## src/rtl/rs_gf_pkg.sv

```systemverilog
// GF(2^8) arithmetic over primitive polynomial 0x11D, shared by the Reed-Solomon front end.
// Helpers are elaboration-time functions used to derive constant multiplier coefficients.
package rs_gf_pkg;

    localparam logic [8:0] PRIM_POLY = 9'h11D;
    localparam int         MAX_NSYM  = 16;

    typedef enum logic [1:0] {IDLE, DATA, PARITY} rsState_t;

    // Generator coefficients, index i is the x^i term; entry NSYM is the monic 1.
    typedef logic [MAX_NSYM:0][7:0] coefVec_t;

    function automatic logic [7:0] gf_mul(input logic [7:0] a, input logic [7:0] b);
        logic [7:0] acc;
        logic [7:0] sh;
        acc = 8'h00;
        sh  = a;
        for (int i = 0; i < 8; i++) begin
            if (b[i]) acc = acc ^ sh;
            sh = {sh[6:0], 1'b0} ^ (sh[7] ? PRIM_POLY[7:0] : 8'h00);
        end
        return acc;
    endfunction

    function automatic logic [7:0] gf_pow(input logic [7:0] alpha, input int k);
        logic [7:0] r;
        r = 8'h01;
        for (int i = 0; i < 255; i++) begin
            if (i < (k % 255)) r = gf_mul(r, alpha);
        end
        return r;
    endfunction

    function automatic coefVec_t gen_poly(input int nsym, input int fcr);
        coefVec_t   g;
        logic [7:0] root;
        g    = '0;
        g[0] = 8'h01;
        for (int j = 0; j < MAX_NSYM; j++) begin
            if (j < nsym) begin
                root = gf_pow(8'h02, fcr + j);
                for (int i = MAX_NSYM; i > 0; i--) g[i] = g[i-1] ^ gf_mul(g[i], root);
                g[0] = gf_mul(g[0], root);
            end
        end
        return g;
    endfunction

endpackage

```

## src/rtl/rs_gf_const_mul.sv

```systemverilog
// Multiply a byte by a fixed GF(2^8) coefficient; folds to a small XOR network.
module rs_gf_const_mul
    import rs_gf_pkg::*;
#(
    parameter logic [7:0] COEF = 8'h01
) (
    input  logic [7:0] a,
    output logic [7:0] y
);

    assign y = gf_mul(a, COEF);

endmodule

```

## src/rtl/rs_syndrome_gen.sv

```systemverilog
// Reed-Solomon front end: NSYM syndromes per segment (decode) or systematic parity append (encode).
module rs_syndrome_gen
    import rs_gf_pkg::*;
#(
    parameter int NSYM   = 4,
    parameter int FCR    = 0,
    parameter int MAXLEN = 255
) (
    input  logic              clk,
    input  logic              reset,
    input  logic              encoding,
    input  logic              start,
    input  logic              abort,
    input  logic              endSegment,
    input  logic [7:0]        dataI,
    input  logic              dataIValid,
    output logic              dataRequest,
    output logic [7:0]        dataO,
    output logic              dataValid,
    output logic [8*NSYM-1:0] syn,
    output logic              synReady,
    output logic              synZero,
    output logic              lenError
);

    localparam coefVec_t   GEN      = gen_poly(NSYM, FCR);
    localparam logic [7:0] LIM_DEC  = 8'(MAXLEN);
    localparam logic [7:0] LIM_ENC  = 8'(MAXLEN - NSYM);
    localparam logic [4:0] PAR_LAST = 5'(NSYM - 1);

    rsState_t state, stateNext;

    logic [NSYM-1:0][7:0] synReg, synNext, synMul;
    logic [NSYM-1:0][7:0] lfsr, tapMul;
    logic [7:0]           fb, cnt, cntNext;
    logic [4:0]           parCnt;
    logic                 encMode, init;
    logic                 accept, startSeg, doClear, synDone, lenErrNext, atLimit;

    assign dataRequest = (state == DATA);
    assign accept      = dataRequest & dataIValid;
    assign fb          = dataI ^ lfsr[NSYM-1];
    assign cntNext     = cnt + 8'd1;
    assign atLimit     = (cntNext == (encMode ? LIM_ENC : LIM_DEC));
    assign syn         = synReg;

    // One Horner multiplier and one LFSR tap per check symbol.
    for (genvar j = 0; j < NSYM; j++) begin : gLane
        rs_gf_const_mul #(.COEF(gf_pow(8'h02, FCR + j))) uHorner (.a(synReg[j]), .y(synMul[j]));
        rs_gf_const_mul #(.COEF(GEN[j]))                 uTap    (.a(fb),        .y(tapMul[j]));
        assign synNext[j] = init ? dataI : (synMul[j] ^ dataI);
    end

    always_comb begin
        stateNext  = state;
        startSeg   = 1'b0;
        doClear    = 1'b0;
        synDone    = 1'b0;
        lenErrNext = 1'b0;
        unique case (state)
            IDLE: begin
                if (start) begin
                    stateNext = DATA;
                    startSeg  = 1'b1;
                end
            end
            DATA: begin
                if (accept) begin
                    if (endSegment) begin
                        if (encMode) begin
                            stateNext = PARITY;
                        end else begin
                            synDone   = 1'b1;
                            stateNext = start ? DATA : IDLE;
                            startSeg  = start;
                        end
                    end else if (atLimit) begin
                        lenErrNext = 1'b1;
                        doClear    = 1'b1;
                        stateNext  = IDLE;
                    end
                end
            end
            PARITY: begin
                if (parCnt == PAR_LAST) begin
                    stateNext = start ? DATA : IDLE;
                    startSeg  = start;
                end
            end
            default: stateNext = IDLE;
        endcase
        // abort overrides everything, including a coincident start or length error
        if (abort) begin
            stateNext  = IDLE;
            doClear    = 1'b1;
            startSeg   = 1'b0;
            synDone    = 1'b0;
            lenErrNext = 1'b0;
        end
    end

    always_ff @(posedge clk) begin
        if (reset) begin
            state     <= IDLE;
            synReg    <= '0;
            lfsr      <= '0;
            cnt       <= '0;
            parCnt    <= '0;
            encMode   <= 1'b0;
            init      <= 1'b0;
            dataO     <= '0;
            dataValid <= 1'b0;
            synReady  <= 1'b0;
            synZero   <= 1'b0;
            lenError  <= 1'b0;
        end else begin
            state     <= stateNext;
            synReady  <= synDone;
            lenError  <= lenErrNext;
            dataValid <= 1'b0;
            if (doClear) begin
                synReg  <= '0;
                lfsr    <= '0;
                synZero <= 1'b0;
            end else if (accept) begin
                dataO     <= dataI;
                dataValid <= 1'b1;
                cnt       <= cntNext;
                init      <= 1'b0;
                parCnt    <= '0;
                if (encMode) begin
                    lfsr[0] <= tapMul[0];
                    for (int i = 1; i < NSYM; i++) lfsr[i] <= lfsr[i-1] ^ tapMul[i];
                end else begin
                    synReg <= synNext;
                    if (endSegment) synZero <= (synNext == '0);
                end
            end else if (state == PARITY) begin
                dataO     <= lfsr[NSYM-1];
                dataValid <= 1'b1;
                lfsr      <= {lfsr[NSYM-2:0], 8'h00};
                parCnt    <= parCnt + 5'd1;
            end
            // syn is left alone here so the previous result stays visible until new data lands
            if (startSeg) begin
                encMode <= encoding;
                cnt     <= '0;
                init    <= 1'b1;
                lfsr    <= '0;
            end
        end
    end

endmodule
```

## config.mk

```make
export PLATFORM = sky130hd
export DESIGN_NAME = rs_syndrome_gen
export DESIGN_NICKNAME = d
export VERILOG_FILES = /design/src/rtl/rs_gf_pkg.sv /design/src/rtl/rs_gf_const_mul.sv /design/src/rtl/rs_syndrome_gen.sv
export SDC_FILE = /design/constraint.sdc
export NUM_CORES = 1
export LEC_CHECK = 0
export ABC_AREA = 1
export ABC_CLOCK_PERIOD_IN_PS = 2200
export CAP_MARGIN = 20
export CELL_PAD_IN_SITES_DETAIL_PLACEMENT = 1
export CELL_PAD_IN_SITES_GLOBAL_PLACEMENT = 1
export CORE_MARGIN = 2
export CORE_UTILIZATION = 35
export DETAILED_ROUTE_END_ITERATION = 16
export PLACE_DENSITY_LB_ADDON = 0.1
export SYNTH_ARGS = -nofsm -noshare
export SYNTH_HDL_FRONTEND = slang
export SYNTH_SLANG_ARGS = --single-unit
export TNS_END_PERCENT = 30
```

## constraint.sdc

```tcl
create_clock -name clk -period 2.2 [get_ports clk]
set_clock_uncertainty 0.2 [all_clocks]
set_input_delay 0.33 -clock clk [delete_from_list [all_inputs] [get_ports clk]]
set_output_delay 0.33 -clock clk [all_outputs]
set_load 0.02 [all_outputs]
```

# ---- Word-level counts from Yosys, hierarchy flattened
# Cells that the tools add are included.
dict set report word_totals {
  reg_bits 93
  latch_bits 0
  ramBits 0
  rom_bits 0
  in_bits 15
  output_inout_bits 45
  wordCells 131
  memories 0
}
dict set report classes {
  add_sub_neg 2
  multipliers 0
  div_mod_pow 0
  n_lt_le_gt_ge 0
  n_eq_ne 10
  shifts 0
  muxes 50
  bitwise_logic 35
  reduce_logical 16
}
# cell n
set op_table {}
lappend op_table {{$xor 8x8->8} 29}
lappend op_table {{$mux 32} 3}
lappend op_table {{$mux 5} 14}
lappend op_table {{$mux 8} 6}
lappend op_table {{$logic_not 32->1} 1}
lappend op_table {{$mux 1} 18}
lappend op_table {{$mux 2} 6}
lappend op_table {{$reduce_and 2->1} 5}
lappend op_table {{$add 8x1->8 const B} 1}
lappend op_table {{$eq 8x8->1} 1}
lappend op_table {{$ne 2x2->1 const B} 4}
lappend op_table {{$pmux 2 s3} 1}
lappend op_table {{$reduce_or 2->1} 3}
lappend op_table {{$add 5x1->5 const B} 1}
lappend op_table {{$eq 5x2->1 const B} 1}
lappend op_table {{$not 1->1} 5}
lappend op_table {{$reduce_or 5->1} 1}
lappend op_table {{$reduce_and 4->1} 1}
lappend op_table {{$reduce_bool 2->1} 2}
lappend op_table {{$mux 3} 1}
lappend op_table {{$ne 3x2->1 const B} 1}
lappend op_table {{$pmux 1 s3} 1}
lappend op_table {{$reduce_and 3->1} 1}
lappend op_table {{$reduce_or 3->1} 1}
lappend op_table {{5 further kinds} 5}

# ---- Longest topological paths before layout
dict set report logic_depth {
  word_depth 17
  mapped_depth 19
  depth_no_buf 18
}

# ---- Hierarchy
# A second synthesis with hierarchy kept.
dict set report unflattened {
  cells_unflattened 1141
  hier_area_um2 6910.4
}
# module n_inst cells_per_inst area_per_inst_um2 seq_area_each_um2
set by_module_without_submodules {}
lappend by_module_without_submodules {rs_syndrome_gen 1 786 5123.7 1861.8}
lappend by_module_without_submodules {{rs_gf_const_mul (gLane[1].uTap)} 1 92 442.9 0.0}
lappend by_module_without_submodules {{rs_gf_const_mul (gLane[3].uTap)} 1 72 377.9 0.0}
lappend by_module_without_submodules {{rs_gf_const_mul (gLane[2].uTap)} 1 57 310.3 0.0}
lappend by_module_without_submodules {{rs_gf_const_mul (gLane[0].uTap)} 1 49 234.0 0.0}
lappend by_module_without_submodules {{rs_gf_const_mul (gLane[3].uHorner)} 1 35 155.1 0.0}
lappend by_module_without_submodules {{rs_gf_const_mul (gLane[2].uHorner)} 1 24 120.1 0.0}
lappend by_module_without_submodules {{rs_gf_const_mul (gLane[1].uHorner)} 1 18 86.3 0.0}
lappend by_module_without_submodules {{rs_gf_const_mul (gLane[0].uHorner)} 1 8 60.1 0.0}

# ---- Worst setup path after synthesis
# OpenSTA, ideal clock, no wires.
dict set report synth_path {
  kind {reg2reg}
  from {register cnt[1]}
  to {register synReg (netlist bit syn[13])}
  setup_time_ps 147
  arrival_time_ps 1710
  required_time_ps 1853
  path_slack_ps 143
  path_stages_with_launch 12
  path_buffers 1
  synth_period_minus_slack_ps 2057
  cell_sequence {dfxtp_1 > ha_1 > nand4_1 > nor2_1 > xor2_1 > nor2_1 > nand4_4 > nand2_2 > nor2_8 > inv_2 > buf_6 > a211oi_2}
}
dict set report synth_via {
  elab_chain_cells 8
}
# element line
set synth_lines {}
lappend synth_lines {{from (decl)} rs_syndrome_gen.sv:35} ;# logic [7:0] fb, cnt, cntNext;
lappend synth_lines {{from (signal assigned)} rs_syndrome_gen.sv:128} ;# cnt <= cntNext;
lappend synth_lines {{$add 8x1->8} rs_syndrome_gen.sv:43} ;# assign cntNext = cnt + 8'd1;
lappend synth_lines {{$eq 8x8->1} rs_syndrome_gen.sv:44} ;# assign atLimit = (cntNext == (encMode ? LIM_ENC : LIM_DEC));
lappend synth_lines {{$mux 1} rs_syndrome_gen.sv:77} ;# end else if (atLimit) begin
lappend synth_lines {{$mux 1} rs_syndrome_gen.sv:69} ;# if (endSegment) begin
lappend synth_lines {{$mux 1} rs_syndrome_gen.sv:68} ;# if (accept) begin
lappend synth_lines {{$mux 1} rs_syndrome_gen.sv:60} ;# unique case (state)
lappend synth_lines {{$mux 1} rs_syndrome_gen.sv:93} ;# if (abort) begin
lappend synth_lines {{$reduce_or 2->1 (no line)} --}
lappend synth_lines {{to (signal assigned)} rs_syndrome_gen.sv:135} ;# synReg <= synNext;
lappend synth_lines {{to (decl)} rs_syndrome_gen.sv:33} ;# logic [NSYM-1:0][7:0] synReg, synNext, synMul;
# No other way between the ends.
# A chain may end at the register's enable or synchronous reset.

# ---- Worst setup path in the final report
dict set report layout_path {
  from {register cnt[1]}
  to {register parCnt[3]}
}
dict set report layout_via {
  elab_chain_cells 9
}
# element line
set layout_lines {}
lappend layout_lines {{$add 8x1->8} rs_syndrome_gen.sv:43}
lappend layout_lines {{$eq 8x8->1} rs_syndrome_gen.sv:44}
lappend layout_lines {{$mux 1} rs_syndrome_gen.sv:77}
lappend layout_lines {{$mux 1} rs_syndrome_gen.sv:69}
lappend layout_lines {{$mux 1} rs_syndrome_gen.sv:68}
lappend layout_lines {{$mux 1} rs_syndrome_gen.sv:60}
lappend layout_lines {{$mux 1} rs_syndrome_gen.sv:93}
lappend layout_lines {{$not 1->1 (no line)} --}
lappend layout_lines {{$reduce_and 2->1 (no line)} --}
lappend layout_lines {{to (signal assigned)} rs_syndrome_gen.sv:142} ;# parCnt <= parCnt + 5'd1;
lappend layout_lines {{to (decl)} rs_syndrome_gen.sv:36} ;# logic [4:0] parCnt;
# No other way between the ends.

==> metrics.md <==
| Metric | Value |
|---|---|
| Initial DRT Pass Iterations | 4 |
| Max Clk Rate | 449.8 MHz |
| Final WL | 22.49 mm |
| Number of library cell types mapped by synthesis | 43 |
| Yosys warns | 0 |
| Post-DP Area | 7784 um^2 |
| Post-Synthesis Cells | 903 |
| Vias per std cell | 5.060 |
| RSZ-0062 raised after global routing | yes |
| Slew headroom | 66.92% |
| Vias in the first global route | 6,865 |
| Cell Area, Synth | 5988 um^2 |
| Count of final setup violators | 1 |
| Fin Setup TNS | -23.18 ps |
| Total track usage | 24.52% |
| Max_cap viols | 0 |
| Core area | 16,640 um^2 |
| Ports | 60 |
| Die Width | 134.8 um |
| H-Tree Level Count | 3 |
| Clk buf depth | 2 |
| HPWL Detailed | 16.81 mm |
| First-pass GRT wire length | 35.44 mm |
| Share of cells above drive strength 1 | 27.49% |
| Synth-to-layout area growth | 43.36% |
| Final-report hold violation count | 0 |
| Syn Nets | 921 |
| Worst Tran Pin Value | 490.9 ps |
| Tmin final | 2223 ps |
| Most frequent cells in the layout | nand2_1, buf_4, dfxtp_1 |
| Power density over cell area | 514.8 nW/um^2 |
| VDD IR max | 0.0003967 V |
| Design Area, Final | 8584 um^2 |
| Vias | 6,654 |
| Failing checks | negative setup slack |
| DR iter-0 viols | 350 |
| CTS tree | yes |
| Type of origin of the critical path | register |
| CTS sink count | 93 |
| Initial antenna violation count | 0 |
| CP max FO | 6 |
| Worst path arrival time | 2280 ps |
| Largest net degree at the start of global routing | 28 |
| Critical path data required time | 2260 ps |
| Worst-path clk slew | 70 ps |
| Clock root buffer master | clkbuf_16 |
| Register area share after synthesis | 31.09% |
| Clk Latency, worst-skew pair | 360 ps |
| Fillers | 2,141 |
| CTS buffer count | 9 |
| Post-synthesis register bit count | 93 |
| Worst setup path category | register to register |
| Chip height | 134.8 um |
| Die area | 18,170 um^2 |
| Remaining DRCs | 0 |
| IO buf count | 59 |
| ANT cells | 0 |
| Starting density of the core | 35.98% |
| Outcome | complete, but fails checks |
| Hold Path Class | register to register |
| Layout net count | 1,108 |
| Final Wtd Congestion | 0.9050 |
| Final Max Tran Viols | 0 |
| Post-CTS Hold Buffers | 0 |
| Row cnt | 47 |
| Final period util | 101.1% |
| PnR Total Power | 4.419 mW |
| Commonest non-fill, non-tap cell in the layout | nand2_1 |
| Routed Antenna Nets | 0 |
| DR WL/cell | 17.10 um |
| Setup ws final | -23.18 ps |
| Syn_area_per_cell | 6.631 um^2 |
| Crit. End Element | register |
| Total grt overflow | 0 |
| Pleak | 3.594 nW |
path summary, 6_finish.rpt:
kind                              start                      to  slack [ps]  cells past startpoint
setup / recovery    cnt[1]$_SDFFE_PP0P_  parCnt[3]$_SDFFE_PP0P_         -20                     13
hold / removal    dataO[1]$_SDFFE_PP0P_   dataO[1]$_SDFFE_PP0P_         260                      2
setup reg to reg    cnt[1]$_SDFFE_PP0P_  parCnt[3]$_SDFFE_PP0P_         -20                     13
hold reg to reg   dataO[1]$_SDFFE_PP0P_   dataO[1]$_SDFFE_PP0P_         260                      2
where the power goes:
group / switching (mW) / internal [mW]
registers: 0.0187 / 1.70
clock network: 0.724 / 0.917
logic: 0.617 / 0.446
total: 1.36 / 3.06
cell usage after synthesis (all sizes together):
cell type	n	share of area, %
a211oi	24	4.7
a21oi	79	6.6
a22oi	2	0.25
a31o	1	0.15
and2	1	0.10
buf	18	1.9
clkbuf	22	1.4
clkinv	1	0.063
dfxtp	93	31
ha	3	0.63
inv	92	5.8
nand2	259	17
nand3	63	5.4
nand3b	3	0.38
nand4	21	2.4
nor2	89	6.1
nor3	9	0.92
nor4	1	0.10
o211ai	7	0.88
o21ai	42	3.5
o21bai	2	0.25
o22ai	1	0.10
or2	6	0.63
xnor2	15	2.4
xor2	49	7.3
flip-flops by register name, indices dropped and copies added (netlist names):
| name | count |
|---|---|
| dataValid | 1 |
| cnt | 8 |
| dataO | 8 |
| lenError | 1 |
| synReady | 1 |
| init | 1 |
| syn | 32 |
| parCnt | 5 |
| encMode | 1 |
| state | 2 |
| lfsr | 32 |
| synZero | 1 |
cell type report:
cell class	count	area [um^2]	area share (%)
tap	220	275.3	3.207
multi-input combinational	678	3891	45.33
clock buffer	13	250.2	2.915
sequential	93	1883	21.94
clock inverter	3	43.79	0.5101
inverter	93	362.8	4.227
timing repair buffer	215	1878	21.88
layer usage:
layer	global-route usage (%)	up-vias	wire length (um)	share of wire, %
li1	-	3299	-	-
met1	33.09	3244	10390	46
met2	41.12	89	11070	49
met3	3.754	22	694	3.1
met4	5.965	0	336	1.5
met5	0	-	0	0
per-stage QoR:
stage | setup WS [ps] | instances | hold WS (ps) | util [%]
after detailed placement | -581.8 | 1279 | 257.9 | 46.77
after global placement | -482.1 | 1279 | 250.9 | 46.77
after global routing | -128.9 | 1315 | 284.9 | 51.58
after floorplan | 142.9 | 903 | 245.3 | -
final | -23.18 | 1315 | 264.1 | 51.58
after CTS | -27.40 | 1300 | 265.3 | 49.03
critical path, stage by stage, from the launching register on:
cell and delay, ps:
dfxtp_2 350, ha_4 160, nand4_1 130, nor2_2 190
xor2_2 230, nor2_4 60, nand4_4 90, buf_8 130
nand3_4 100, buf_6 140, nor2_1 120, nand2_1 70
nand2_1 80, nor2_1 50
cells by family (layout without fill, tap and decap cells):
logic type / after synthesis / count (layout) / share of synthesized area (%)
XOR/XNOR: 64 / 64 / 9.737
AND/OR/NAND/NOR: 452 / 453 / 32.97
buffers and inverters: 133 / 324 / 9.152
adder cells (fa/ha/maj): 3 / 3 / 0.6269
AO/OA/AOI/OAI: 158 / 158 / 16.42
flip-flops: 93 / 93 / 31.09
what timing repair did:
item | 4_1_cts | 5_1_grt
pin swaps | 3 | 13
resized for setup | 29 | 94
setup buffers | 5 | 14
gates cloned | 0 | 1
setup endpoints to repair | 74 | 84
No activity file was read; power rests on OpenSTA's default activity.
